<file path="src/rtl/datapath_write_arbiter_if.sv">
// Bundle shared by the R1 write arbiter, its requesters and the DataPath R1 port.
interface datapath_write_arbiter_if #(
  parameter int unsigned NUM_REQ = 4,
  parameter int unsigned DATA_W  = 8,
  parameter int unsigned ERR_W   = 8
) ();
  localparam int unsigned ID_W = 2;

  logic [NUM_REQ-1:0]        req_valid;
  logic [NUM_REQ*DATA_W-1:0] req_data;
  logic [NUM_REQ-1:0]        req_ready;
  logic                      write_enable1;
  logic [DATA_W-1:0]         write_data1;
  logic [DATA_W-1:0]         read_data1;
  logic                      busy;
  logic                      done;
  logic [ID_W-1:0]           done_id;
  logic                      mismatch;
  logic [ERR_W-1:0]          err_count;

  // Arbiter side.
  modport slave (
    input  req_valid, req_data, read_data1,
    output req_ready, write_enable1, write_data1, busy, done, done_id, mismatch, err_count
  );

  // Requesters / DataPath / environment side.
  modport master (
    output req_valid, req_data, read_data1,
    input  req_ready, write_enable1, write_data1, busy, done, done_id, mismatch, err_count
  );
endinterface

</file>
<file path="src/rtl/datapath_write_arbiter.sv">
// Round-robin arbiter sharing the DataPath R1 write port; each grant is written
// for one cycle, read back the following cycle and reported with a mismatch flag.
module datapath_write_arbiter #(
  parameter int unsigned NUM_REQ = 4,
  parameter int unsigned DATA_W  = 8,
  parameter int unsigned ERR_W   = 8
) (
  input logic                      clock,
  input logic                      clear,
  datapath_write_arbiter_if.slave  bus
);
  localparam int unsigned ID_W = 2;

  typedef enum logic [1:0] {IDLE, WRITE, CHECK} state_e;

  state_e            state_q, state_d;
  logic [ID_W-1:0]   rr_q, rr_d;
  logic [ID_W-1:0]   id_q, id_d;
  logic [DATA_W-1:0] data_q, data_d;
  logic              we_q, we_d;
  logic              busy_q, busy_d;
  logic              done_q, done_d;
  logic [ID_W-1:0]   done_id_q, done_id_d;
  logic              mis_q, mis_d;
  logic [ERR_W-1:0]  err_q, err_d;

  logic              grant_vld_c;
  logic [ID_W-1:0]   grant_id_c;
  logic [NUM_REQ-1:0] req_ready_c;
  logic              rb_mis_c;

  // Circular priority scan starting at the round-robin pointer.
  always_comb begin
    logic [ID_W-1:0] idx;
    grant_vld_c = 1'b0;
    grant_id_c  = '0;
    idx         = '0;
    for (int unsigned k = 0; k < NUM_REQ; k++) begin
      idx = ID_W'((32'(rr_q) + k) % NUM_REQ);
      if (!grant_vld_c && bus.req_valid[idx]) begin
        grant_vld_c = 1'b1;
        grant_id_c  = idx;
      end
    end
  end

  assign rb_mis_c = (bus.read_data1 != data_q);

  // Next-state and registered-output logic.
  always_comb begin
    state_d     = state_q;
    rr_d        = rr_q;
    id_d        = id_q;
    data_d      = data_q;
    we_d        = 1'b0;
    busy_d      = 1'b0;
    done_d      = 1'b0;
    done_id_d   = done_id_q;
    mis_d       = 1'b0;
    err_d       = err_q;
    req_ready_c = '0;

    unique case (state_q)
      IDLE: begin
        if (grant_vld_c) begin
          req_ready_c[grant_id_c] = 1'b1;
          id_d    = grant_id_c;
          data_d  = bus.req_data[32'(grant_id_c)*DATA_W +: DATA_W];
          rr_d    = ID_W'((32'(grant_id_c) + 32'd1) % NUM_REQ);
          we_d    = 1'b1;
          busy_d  = 1'b1;
          state_d = WRITE;
        end
      end
      WRITE: begin
        busy_d  = 1'b1;
        state_d = CHECK;
      end
      CHECK: begin
        // R1 holds the written value now; the result is reported in the next IDLE cycle.
        done_d    = 1'b1;
        done_id_d = id_q;
        mis_d     = rb_mis_c;
        if (rb_mis_c && (err_q != {ERR_W{1'b1}})) begin
          err_d = err_q + ERR_W'(1);
        end
        state_d = IDLE;
      end
      default: state_d = IDLE;
    endcase
  end

  always_ff @(posedge clock or negedge clear) begin
    if (!clear) begin
      state_q   <= IDLE;
      rr_q      <= '0;
      id_q      <= '0;
      data_q    <= '0;
      we_q      <= 1'b0;
      busy_q    <= 1'b0;
      done_q    <= 1'b0;
      done_id_q <= '0;
      mis_q     <= 1'b0;
      err_q     <= '0;
    end else begin
      state_q   <= state_d;
      rr_q      <= rr_d;
      id_q      <= id_d;
      data_q    <= data_d;
      we_q      <= we_d;
      busy_q    <= busy_d;
      done_q    <= done_d;
      done_id_q <= done_id_d;
      mis_q     <= mis_d;
      err_q     <= err_d;
    end
  end

  // Acceptance is combinational and suppressed while the block is held in reset.
  assign bus.req_ready     = clear ? req_ready_c : '0;
  assign bus.write_enable1 = we_q;
  assign bus.write_data1   = data_q;
  assign bus.busy          = busy_q;
  assign bus.done          = done_q;
  assign bus.done_id       = done_id_q;
  assign bus.mismatch      = mis_q;
  assign bus.err_count     = err_q;

endmodule

</file>
<file path="src/flat_wrapper.sv">
// flat-port wrapper written by rule: the top's interface ports become plain ports
module datapath_write_arbiter_flat 
#(
  parameter int unsigned NUM_REQ = 4,
  parameter int unsigned DATA_W  = 8,
  parameter int unsigned ERR_W   = 8
)
  (clock, clear, bus_req_valid, bus_req_data, bus_read_data1, bus_req_ready, bus_write_enable1, bus_write_data1, bus_busy, bus_done, bus_done_id, bus_mismatch, bus_err_count);
  datapath_write_arbiter_if #(.NUM_REQ(NUM_REQ), .DATA_W(DATA_W), .ERR_W(ERR_W)) bus_i ();
  input logic clock;
  input logic clear;
  input wire logic [$bits(bus_i.req_valid)-1:0] bus_req_valid;
  input wire logic [$bits(bus_i.req_data)-1:0] bus_req_data;
  input wire logic [$bits(bus_i.read_data1)-1:0] bus_read_data1;
  output wire logic [$bits(bus_i.req_ready)-1:0] bus_req_ready;
  output wire logic [$bits(bus_i.write_enable1)-1:0] bus_write_enable1;
  output wire logic [$bits(bus_i.write_data1)-1:0] bus_write_data1;
  output wire logic [$bits(bus_i.busy)-1:0] bus_busy;
  output wire logic [$bits(bus_i.done)-1:0] bus_done;
  output wire logic [$bits(bus_i.done_id)-1:0] bus_done_id;
  output wire logic [$bits(bus_i.mismatch)-1:0] bus_mismatch;
  output wire logic [$bits(bus_i.err_count)-1:0] bus_err_count;
  assign bus_i.req_valid = bus_req_valid;
  assign bus_i.req_data = bus_req_data;
  assign bus_i.read_data1 = bus_read_data1;
  assign bus_req_ready = bus_i.req_ready;
  assign bus_write_enable1 = bus_i.write_enable1;
  assign bus_write_data1 = bus_i.write_data1;
  assign bus_busy = bus_i.busy;
  assign bus_done = bus_i.done;
  assign bus_done_id = bus_i.done_id;
  assign bus_mismatch = bus_i.mismatch;
  assign bus_err_count = bus_i.err_count;
  datapath_write_arbiter #(.NUM_REQ(NUM_REQ), .DATA_W(DATA_W), .ERR_W(ERR_W)) u_core (.clock(clock), .clear(clear), .bus(bus_i));
endmodule
</file>
<file path="config.mk">
export PLATFORM = sky130hd
export DESIGN_NAME = datapath_write_arbiter_flat
export DESIGN_NICKNAME = d
export VERILOG_FILES = /design/src/rtl/datapath_write_arbiter_if.sv /design/src/rtl/datapath_write_arbiter.sv /design/src/flat_wrapper.sv
export SDC_FILE = /design/constraint.sdc
export NUM_CORES = 1
export LEC_CHECK = 0
export ABC_AREA = 1
export BUFFER_PORTS_ARGS = -buffer_cell sky130_fd_sc_hd__buf_2
export CAP_MARGIN = 20
export CORE_MARGIN = 2
export CORE_UTILIZATION = 49
export CTS_CLUSTER_SIZE = 16
export DETAILED_ROUTE_END_ITERATION = 16
export PLACE_DENSITY_LB_ADDON = 0.3
export SYNTH_ARGS = -nofsm -noshare
export SYNTH_HDL_FRONTEND = slang
export SYNTH_SLANG_ARGS = --single-unit
</file>
<file path="constraint.sdc">
create_clock -name clock -period 2.21 [get_ports clock]
set_clock_uncertainty 0.1 [all_clocks]
set_input_delay 0.221 -clock clock [delete_from_list [all_inputs] [get_ports clock]]
set_output_delay 0.221 -clock clock [all_outputs]
set_load 0.02 [all_outputs]
</file>
==> results.txt <==
Summing the areas of all fa, ha and maj instances in the mapped netlist gives 0.654% of the synthesized area. After legalization and detailed placement, the total HPWL measured 3.66 mm. TritonCTS built the clock tree. Summing the areas of all compound-gate instances in the mapped netlist gives 3.40% of the synthesized area.

The horizontal die dimension was 66.5 um; the overall fraction of global-route tracks in use was 22.8%. The layout-stage area growth over the synthesis result was 40.3%; the post-synthesis simple-gate area fraction was 42.7%. Area used by multi-input combinational logic: 1180 sq um. The weighted congestion at the end of routability-driven global placement is 0.831. The tools report the startpoint of the lowest-slack hold path as bus_req_data[11].

Across the whole layout, storage elements account for 703 sq um. The number of buffers added on ports is 71. The synthesized design contains 0 enable-type register cells. Xor-xnor portion of the synthesized cell area: 5.95%. Clock insertion delay at the later pin of the skew report: 0.27 ns. The run gives 21.0% as the sequential share of power.

The run gives 73.3% as the relative contribution of combinational cells to total power. The portion of synthesized area spent on multiplexers is 0%. Share of cells above drive strength 1: 38.7%. The reg-to-reg critical path startpoint is u_core.rr_q[0].

OpenSTA, run right after detailed placement, puts the worst setup slack at 0.0497 ns. For the final number of max-transition violations, the log shows 0. The initial antenna violation count is 0, and the fraction of registers with async set or reset after synthesis is 100%.

The source of the critical timing path is u_core.rr_q[0]. The initial utilization of the core area, before any placement, comes to 51.5%. The worst hold path belongs to the class in2reg. Counting along the longest clock path gives a buffer depth of 2. Power density relative to cell area: 1740 nW/um^2. The library cell used most frequently in the layout, excluding fill and tap cells, is sky130_fd_sc_hd__nand2_1.

The DRC violations left was 0; the site row count was 22. Measured against its own limit, the worst slew margin works out to 72.6%. The core area came out at 3720 sq um. The root buffer cell was sky130_fd_sc_hd__clkbuf_8. The first global-routing pass estimated 7.93 mm of wire. For the pin with the worst max-slew slack, the measured transition is 0.410 ns. In the layout the commonest cells are sky130_fd_sc_hd__nand2_1 (82), sky130_fd_sc_hd__buf_2 (67), sky130_fd_sc_hd__inv_1 (36). The cell count after synthesis came out at 284. The chip height came out at 66.5 um. For this run, the top clock speed supported by timing is 427 MHz. IR analysis of the VDD net gives a maximum drop of 0.879 mV. The worst-case register-to-register setup slack came out at 0.09 ns.

The setup path with the least slack is of type reg2out. The tools report the worst-case setup margin in the final layout as -0.134 ns. The number of nets in the synthesized netlist is 331. The number of CTS-inserted buffers was 3.

The count of unique library cells instantiated by Yosys was 25. The number of hold violations in the final report was 0. Along the worst path, the maximum fanout reaches 7.

Walking the worst path, the cells encountered are clkinv_2, nand2_1, nand2_4, nand2_2, nand2_2, nor2_4, nand3_4, inv_2, nor2_4, nor2_4, inv_2, nor3_2, buf_4. The type of destination of the critical path was an output port. The dominant cell type by count on the critical path is sky130_fd_sc_hd__nor2_4. For this design the total switching power over the nets is 2.54 mW.

The tools report the number of global-route vias before repair as 1857. The path with the worst hold slack has its endpoint at u_core.bus.write_data1[3]. Setup repair after global routing could not meet its margin everywhere. The number of nets still failing antenna checks after routing was 0. After global routing the overflow that remains totals 0. The mean area per synthesized cell is 6.74 sq um, and the number of sinks driven by the clock tree is 28.

The logs give 1910 sq um for the post-synth design cell area and 1 for the number of H-tree branching levels. 0 antenna diodes ended up in the layout. In this run switching power makes up 54.4% of total power. The shortest clock period the worst path allows after layout was 2.34 ns.

Of the synthesized area, sequential elements account for 36.6%. Ratio of final minimum period to clock period: 106%. The detailed router finished its first iteration with 113 violations. At the worst endpoint, the required time is 1.89 ns.

The final cell utilization of the core is 72.3%. The clock group share of total power came out at 5.7%. The flow ran to the end, but the final reports show violations. Before antenna repair, the detailed router went through 4 iterations. Fill cells in the final layout number 291. For the die footprint, the log shows 4420 sq um. Wires add up to 5.22 mm. Among all flip-flop cells after synthesis, the most frequent one is sky130_fd_sc_hd__dfrtp_1. The worst hold path passes through 5 cells.

By area, the combinational part of the netlist is dominated by simple AND/OR/NAND/NOR gates. The peak per-stage delay on the critical path works out to 0.48 ns. In the final routed layout, each cell accounts on average for 12.3 um.

For this design the static power due to leakage is 1.52 nW. The tool flagged a number of max-cap violations equal to 0. The count of pins on the block boundary is 72, and the routed via count divided by cell count is 4.95. The final reports fail on setup timing. The synthesized design contains 28 register bits. The largest individual stage delay along the critical path comes from the cell sky130_fd_sc_hd__dfrtp_2. The net count reported at finish was 424. Setup violations remaining at the end of the flow were counted as 4.

The internal power of the cells totals 2.13 mW. The pin count of the biggest net entering global routing came out at 21. Data on the critical path arrives at its endpoint at 2.02 ns. The count of synthesis-stage warnings from yosys was 0; the count of cells along the worst register-to-register path was 15. For this block, the via count after detailed routing is 2094. After clock tree synthesis, the clock-pin slew on the worst setup and hold paths is 0.09 ns. The worst setup path is launched from a flip-flop.

The worst register-to-register path ends at u_core.bus.write_data1[5].
==> cells in the mapped netlist, types with 3 or more instances <==
master                    count  area (sq um)
sky130_fd_sc_hd__nand2_1    102           383
sky130_fd_sc_hd__nand4_1     12          75.1
sky130_fd_sc_hd__a21oi_1      3          15.0
sky130_fd_sc_hd__nand2_2      4          25.0
sky130_fd_sc_hd__inv_1       39           146
sky130_fd_sc_hd__buf_6        3          33.8
sky130_fd_sc_hd__inv_2        3          11.3
sky130_fd_sc_hd__nand3_1     13          65.1
sky130_fd_sc_hd__nor2_1      32           120
sky130_fd_sc_hd__o21ai_0     10          50.1
sky130_fd_sc_hd__or2_2        4          25.0
sky130_fd_sc_hd__dfrtp_1     28           701
sky130_fd_sc_hd__nor3_1       3          15.0
sky130_fd_sc_hd__or2_0        4          25.0
sky130_fd_sc_hd__xnor2_1      3          26.3
sky130_fd_sc_hd__xor2_1      10          87.6
==> worst max-delay path by stage <==
| stage | end | slack [ns] | cells past startpoint |
|---|---|---|---|
| after global placement | bus_req_ready[0] | 0.11 | 12 |
| after global routing | bus_req_ready[3] | -0.23 | 13 |
| after floorplan | bus_req_ready[1] | 0.11 | 12 |
| after detailed placement | bus_req_ready[2] | 0.05 | 13 |
| after CTS | bus_req_ready[2] | -0.04 | 13 |
| final | bus_req_ready[2] | -0.13 | 13 |
==> sequential cells by signal (all words and copies together) (netlist names) <==
signal	count
u_core.state_q	2
u_core.bus.done_id	2
u_core.bus.busy	1
u_core.bus.err_count	8
u_core.id_q	2
u_core.bus.done	1
u_core.bus.write_enable1	1
u_core.bus.mismatch	1
u_core.bus.write_data1	8
u_core.rr_q	2
==> power groups by stage <==
stage	sequential, mW	combinational, mW	clock, mW
floorplan	1.12	1.83	0
global placement	0.971	2.65	0
detailed placement	0.985	2.70	0
CTS	0.970	2.89	0.274
global route	1.01	3.78	0.300
finish	0.978	3.42	0.268
==> logic make-up (layout without fill, tap and decap cells) <==
group	Yosys count	after routing
simple gates	182	184
compound gates	13	13
xor+xnor	13	13
flops	28	28
fa+ha+maj	1	1
buf+inv	47	136
==> worst max-delay path, delay by kind of cell (launching register included) <==
kind	cells	cell delay, ns
AND/OR/NAND/NOR	9	0.85
flip-flops	1	0.48
buffers and inverters	4	0.43
==> what timing repair did <==
action                                  CTS  global route
gates cloned                              0             3
resized for setup                        22            39
pin swaps                                 0             5
hold buffers                              2             0
buffers inserted                          4             4
hold endpoints to repair                  8             0
endpoints found under the setup margin    4            13
==> layer usage <==
metal	wire length [um]	up-vias	global-route usage, %
met5	0	-	0
met4	48	0	4.59
met3	352	6	2.70
met2	2570	95	40.0
met1	2240	937	30.3
li1	-	1056	-
==> stage by stage <==
step	area, sq um	cells	setup TNS, ns	power, mW	hold WS [ns]
after global routing	2690	423	-0.804	5.08	0.184
final	2690	423	-0.350	4.67	0.170
after CTS	2490	416	-0.134	4.14	0.166
after floorplan	1920	284	0	2.95	-0.175
after detailed placement	2360	407	0	3.69	-0.0113
after global placement	2360	407	0	3.62	-0.0156
==> layout make-up <==
class,count,share of cell area [%]
inverters,43,6.66
flip-flops and latches,28,26.2
repair inverters,1,0.186
multi-input cells,211,43.8
well taps,48,2.24
repair buffers,89,19.4
clock buffers,3,1.54
No activity file was read; power rests on OpenSTA's default activity.
